### src/rtl/mlp_layer_seq.sv
// Serial XNOR-popcount binary layer with thresholded output vector plus argmax class and count.
// Latency NUM_NEURONS*NUM_CHUNKS cycles from accept to out_valid; results held in DONE until out_ready.
module mlp_layer_seq #(
    parameter int INPUT_SIZE      = 784,
    parameter int NUM_NEURONS     = 10,
    parameter int CHUNK           = 16,
    parameter int THRESHOLD_WIDTH = $clog2(INPUT_SIZE + 1),
    parameter int NUM_CHUNKS      = (INPUT_SIZE + CHUNK - 1) / CHUNK,
    parameter int ADDR_WIDTH      = (NUM_NEURONS * NUM_CHUNKS > 1) ? $clog2(NUM_NEURONS * NUM_CHUNKS) : 1,
    localparam int NIDX_WIDTH     = (NUM_NEURONS > 1) ? $clog2(NUM_NEURONS) : 1
) (
    input  logic                       clk,
    input  logic                       rst_n,
    input  logic                       in_valid,
    output logic                       in_ready,
    input  logic [INPUT_SIZE-1:0]      in_vector,
    output logic [ADDR_WIDTH-1:0]      w_addr,
    input  logic [CHUNK-1:0]           w_data,
    output logic [NIDX_WIDTH-1:0]      thr_idx,
    input  logic [THRESHOLD_WIDTH-1:0] thr_data,
    output logic                       out_valid,
    input  logic                       out_ready,
    output logic [NUM_NEURONS-1:0]     out_vector,
    output logic [NIDX_WIDTH-1:0]      out_class,
    output logic [THRESHOLD_WIDTH-1:0] out_max_count
);

    localparam int CW = (NUM_CHUNKS > 1) ? $clog2(NUM_CHUNKS) : 1;
    localparam int PW = NUM_CHUNKS * CHUNK;
    // Padding bits of the last chunk never contribute, whatever the ROM returns there.
    localparam logic [PW-1:0] VALID_MASK = {PW{1'b1}} >> (PW - INPUT_SIZE);

    typedef enum logic [1:0] {IDLE, COMPUTE, DONE} state_t;

    state_t                     state, state_next;
    logic [PW-1:0]              in_reg;
    logic [NIDX_WIDTH-1:0]      n;
    logic [CW-1:0]              c;
    logic [THRESHOLD_WIDTH-1:0] acc, chunk_pop, count;
    logic [CHUNK-1:0]           in_chunk, mask_chunk, match;
    logic                       last_chunk, last_neuron;

    assign in_chunk    = in_reg[int'(c)*CHUNK +: CHUNK];
    assign mask_chunk  = VALID_MASK[int'(c)*CHUNK +: CHUNK];
    assign match       = ~(in_chunk ^ w_data) & mask_chunk;
    assign count       = acc + chunk_pop;
    assign last_chunk  = (c == CW'(NUM_CHUNKS - 1));
    assign last_neuron = (n == NIDX_WIDTH'(NUM_NEURONS - 1));

    assign w_addr    = ADDR_WIDTH'(int'(n) * NUM_CHUNKS + int'(c));
    assign thr_idx   = n;
    assign in_ready  = (state == IDLE);
    assign out_valid = (state == DONE);

    always_comb begin
        chunk_pop = '0;
        for (int i = 0; i < CHUNK; i++) begin
            chunk_pop = chunk_pop + THRESHOLD_WIDTH'(match[i]);
        end
    end

    always_ff @(posedge clk or negedge rst_n) begin
        if (!rst_n) begin
            state <= IDLE;
        end else begin
            state <= state_next;
        end
    end

    always_comb begin
        state_next = state;
        case (state)
            IDLE:    if (in_valid) state_next = COMPUTE;
            COMPUTE: if (last_chunk && last_neuron) state_next = DONE;
            DONE:    if (out_ready) state_next = IDLE;
            default: state_next = IDLE;
        endcase
    end

    always_ff @(posedge clk or negedge rst_n) begin
        if (!rst_n) begin
            in_reg        <= '0;
            n             <= '0;
            c             <= '0;
            acc           <= '0;
            out_vector    <= '0;
            out_class     <= '0;
            out_max_count <= '0;
        end else if (state == IDLE) begin
            if (in_valid) begin
                in_reg        <= PW'(in_vector);
                n             <= '0;
                c             <= '0;
                acc           <= '0;
                out_class     <= '0;
                out_max_count <= '0;
            end
        end else if (state == COMPUTE) begin
            if (last_chunk) begin
                out_vector[n] <= (count >= thr_data);
                // Strict compare keeps the lowest index on ties.
                if (count > out_max_count) begin
                    out_class     <= n;
                    out_max_count <= count;
                end
                acc <= '0;
                c   <= '0;
                n   <= n + 1'b1;
            end else begin
                acc <= count;
                c   <= c + 1'b1;
            end
        end
    end

endmodule

### config.mk
export PLATFORM = sky130hd
export DESIGN_NAME = mlp_layer_seq
export DESIGN_NICKNAME = d
export VERILOG_FILES = /design/src/rtl/mlp_layer_seq.sv
export SDC_FILE = /design/constraint.sdc
export NUM_CORES = 2
export LEC_CHECK = 0
export CELL_PAD_IN_SITES_DETAIL_PLACEMENT = 1
export CELL_PAD_IN_SITES_GLOBAL_PLACEMENT = 1
export CORE_MARGIN = 5
export CORE_UTILIZATION = 39
export DETAILED_ROUTE_END_ITERATION = 10
export GPL_TIMING_DRIVEN = 0
export PLACE_DENSITY_LB_ADDON = 0.1
export SLEW_MARGIN = 20
export SYNTH_ARGS = -nofsm -noshare
export SYNTH_HDL_FRONTEND = slang
export SYNTH_SLANG_ARGS = --single-unit
### constraint.sdc
create_clock -name clk -period 9.45 [get_ports clk]
set_input_delay 1.89 -clock clk [delete_from_list [all_inputs] [get_ports clk]]
set_output_delay 1.89 -clock clk [all_outputs]
set_load 0.02 [all_outputs]
==> summary.md <==
| Metric | Value |
|---|---|
| Number of vias per cell after detailed routing | 5.47 |
| Fin Clk Skew | 0.0197 ns |
| Dominant synthesized flop cell | sky130_fd_sc_hd__dfrtp_1 |
| Area of the die | 0.108 sq mm |
| Fmax | 109 MHz |
| Core area | 0.100 sq mm |
| ANT nets after route | 0 |
| Element type at the critical path start | register |
| Die Y | 328 um |
| Number of fillers in the final layout | 11416 |
| Root cell of the clock tree | sky130_fd_sc_hd__clkbuf_16 |
| Number of distinct library cells after synthesis | 66 |
| Met3 routing resource usage after global routing | 8.09% |
| Number of clock buffers inserted by TritonCTS | 94 |
| IO Count | 853 |
| Number of warnings issued by yosys | 0 |
| Multi-input combinational cell area | 0.0173 sq mm |
| Kind of path behind the tightest hold check | reg2reg |
| Drc violations | 0 |
| Count of endpoints failing setup in the final report | 0 |
| Avg Cell Area, Syn | 9.13 sq um |
| Number of antenna violations at the first check in global routing | 52 |
| Clock Latency Late Sink | 0.68 ns |
| Fraction of final layout cells with drive strength greater than 1 | 8.22% |
| Net count of the mapped netlist | 5201 |
| Endpoint type of the worst setup path | register |
| Number of buffers inserted for hold repair after clock tree synthesis | 0 |
| #FFs+latches synth | 830 |
| Sequential area share after synthesis | 52.6% |
| CP Class | reg2reg |
| Slew at the pin closest to its max-slew limit | 1.10 ns |
| Instance count of the mapped netlist | 4321 |
| Synth-to-layout area growth | 35.0% |
| Smallest hold slack | 0.468 ns |
| Vias in the first global route | 39182 |
| Sinks on the clock net | 830 |
| Register area | 0.0208 sq mm |
| IR drop worst, VDD | 0.000873 V |
| Worst path most repeated cell | sky130_fd_sc_hd__fa_1 |
| Number of flip-flops in the largest register | 784 |
| Fraction of met2 tracks used by global routing | 59.5% |
| Number of nets in the finished design | 6155 |
| Number of hold violations in the final report | 0 |
| Total number of vias | 36918 |
| Hold_sp | in_reg[537]$_DFFE_PN0P_ |
| Crit path time final | 9.16 ns |
| Rel. slew slack | 26.6% |
| Pin count of the biggest net entering global routing | 141 |
| Max-slew violations | 0 |
| Crit-path max FO | 10 |
| HPWL reported at the end of detailed placement | 154000 um |
| Maximum root-to-sink buffer count | 3 |
| Max H-tree Level | 3 |
| Clock tree from TritonCTS | yes |
| Data required time of the worst path | 10.01 ns |
| Leak Pwr | 26.6 nW |
| Clock edge transition at the registers on the reported setup and hold paths | 0.07 ns |
| Final estimated routing congestion in global placement | 0.908 |
| Remaining Overflow, GRT | 0 |
| Post-route total power | 18.2 mW |
| Initial standard-cell utilization of the core | 39.4% |
| Number of core rows | 116 |
| Wire length of the first global-routing pass | 276000 um |
| Pwr Density | 341 mW/mm^2 |
| Ys async rst share | 100% |
| Max-cap violations | 0 |
| Mapped cell area | 0.0395 sq mm |
| Global-route track usage on met1 | 44.4% |
| Outcome | finished clean |
| Routed length per placed instance | 29.2 um |
| EDFF count, synth | 0 |
| Timing startpoint of the critical path | c[1]$_DFFE_PN0P_ |
| Slowest-stage cell, CP | sky130_fd_sc_hd__fa_1 |
| Grt peak-use layer | met2 |
| Crit share post-route | 96.9% |
| GRT Total Usage | 35.7% |
| Violation count after the first detailed-route iteration | 3428 |
| Startpoint of the worst register-to-register path | c[1]$_DFFE_PN0P_ |
| Final routed wirelength across all metal layers | 197000 um |
| Count of port buffers added during placement | 852 |
| Die Span X | 328 um |
| CP max stage delay | 0.52 ns |
| Detailed-router iteration count before antenna repair | 5 |
| Worst path arrival time | 9.72 ns |
| Setup repair after global routing missed its margin | false |
-- logic make-up after synthesis --
kind of cell	count (synthesis)	synth area share (%)
muxes	249	10.3
adders and majority gates	66	2.34
xor gates and xnor gates	52	1.15
AOI/OAI and AO/OA	289	5.34
DFF	830	52.6
buffers and inverters	320	3.73
and+or+nand+nor	2515	24.5
-- cell usage in the layout (no fill, tap or decap), types with 8 or more instances in the layout --
cell type,n
sky130_fd_sc_hd__fa_1,13
sky130_fd_sc_hd__clkbuf_8,22
sky130_fd_sc_hd__clkinv_2,19
sky130_fd_sc_hd__inv_1,51
sky130_fd_sc_hd__nor2_1,24
sky130_fd_sc_hd__o221ai_1,15
sky130_fd_sc_hd__buf_6,16
sky130_fd_sc_hd__clkbuf_2,9
sky130_fd_sc_hd__nand2_1,2394
sky130_fd_sc_hd__o21ai_0,22
sky130_fd_sc_hd__o22ai_1,24
sky130_fd_sc_hd__dfrtp_1,830
sky130_fd_sc_hd__nand3_1,26
sky130_fd_sc_hd__clkbuf_1,183
sky130_fd_sc_hd__xnor2_1,27
sky130_fd_sc_hd__mux2_2,39
sky130_fd_sc_hd__a21o_1,12
sky130_fd_sc_hd__clkbuf_4,9
sky130_fd_sc_hd__mux2i_1,89
sky130_fd_sc_hd__mux4_2,117
sky130_fd_sc_hd__buf_2,54
sky130_fd_sc_hd__diode_2,41
sky130_fd_sc_hd__clkdlybuf4s50_1,851
sky130_fd_sc_hd__nor2b_1,23
sky130_fd_sc_hd__xor2_1,24
sky130_fd_sc_hd__a211oi_1,40
sky130_fd_sc_hd__ha_1,53
sky130_fd_sc_hd__a22o_1,22
sky130_fd_sc_hd__o22a_1,8
sky130_fd_sc_hd__a21oi_1,57
sky130_fd_sc_hd__buf_4,9
sky130_fd_sc_hd__clkbuf_16,98
sky130_fd_sc_hd__a22oi_1,29
sky130_fd_sc_hd__nor3_1,11
sky130_fd_sc_hd__a32oi_1,8
-- synthesized netlist by cell type (26+ instances only) --
library cell | n | share of area (%)
sky130_fd_sc_hd__a22oi_1 | 29 | 0.55
sky130_fd_sc_hd__a211oi_1 | 43 | 0.82
sky130_fd_sc_hd__a21oi_1 | 59 | 0.75
sky130_fd_sc_hd__clkbuf_1 | 169 | 1.6
sky130_fd_sc_hd__inv_1 | 51 | 0.49
sky130_fd_sc_hd__buf_2 | 62 | 0.79
sky130_fd_sc_hd__xnor2_1 | 28 | 0.62
sky130_fd_sc_hd__nand2_1 | 2394 | 23
sky130_fd_sc_hd__dfrtp_1 | 830 | 53
sky130_fd_sc_hd__nand3_1 | 26 | 0.33
sky130_fd_sc_hd__mux4_2 | 117 | 6.7
sky130_fd_sc_hd__mux2_2 | 39 | 1.1
sky130_fd_sc_hd__ha_1 | 53 | 1.7
sky130_fd_sc_hd__mux2i_1 | 89 | 2.3
-- layout make-up --
cell class / count / share of cell area (%)
Antenna cell: 41 / 0.193
Buffer: 268 / 2.48
Clock buffer: 142 / 5.33
Clock inverter: 32 / 0.681
Inverter: 51 / 0.359
Multi-Input combinational cell: 3171 / 32.4
Sequential cell: 830 / 39.0
Tap cell: 1357 / 3.19
Timing Repair Buffer: 859 / 16.4
-- final timing paths --
check	end	slack, ns	cells after the start
setup reg to reg	out_max_count[3]$_DFFE_PN0P_	0.29	32
hold reg to reg	in_reg[537]$_DFFE_PN0P_	0.47	2
max in group asynchronous	in_reg[468]$_DFFE_PN0P_	6.06	4
setup / recovery	out_max_count[3]$_DFFE_PN0P_	0.29	32
hold / removal	in_reg[537]$_DFFE_PN0P_	0.47	2
min in group asynchronous	out_vector[6]$_DFFE_PN0P_	1.11	1
-- per-stage QoR --
step                worst slack, ns  setup TNS [ns]  utilization (%)  cells  area (sq um)
floorplan                      2.10               0                -   4321         39500
global placement             -32.59               -             49.5   6530         49700
detailed placement          -0.0682          -0.500             49.8   6537         49900
CTS                          0.0309               0             53.0   6710         53100
global route                 0.0275               0             53.1   6734         53200
finish                        0.290               0             53.1   6751         53300
-- where the power goes --
group / total, mW / internal, mW / switching [mW]
Combinational: 9.77 / 3.87 / 5.91
Sequential: 4.53 / 4.16 / 0.378
Clock: 3.87 / 2.26 / 1.61
-- routing by layer --
metal / vias to the layer above / share of wire, %
met5: - / 0.11
met4: 30 / 5.0
met3: 394 / 7.9
met2: 1568 / 48
met1: 18994 / 39
li1: 15932 / -
-- what timing repair did --
item / in CTS / in global routing
setup endpoints to repair: 14 / 24
gates resized for setup: 2 / 29
setup buffers: 0 / 0
-- critical path, delay by kind of cell (launching register included) --
kind | cells | cell delay [ns]
XOR/XNOR | 2 | 0.52
AND/OR/NAND/NOR | 4 | 0.56
buffers and inverters | 9 | 2.14
AO/OA/AOI/OAI | 10 | 2.53
adder cells (fa/ha/maj) | 7 | 2.82
flip-flops | 1 | 0.46
No activity file was read; power rests on OpenSTA's default activity.
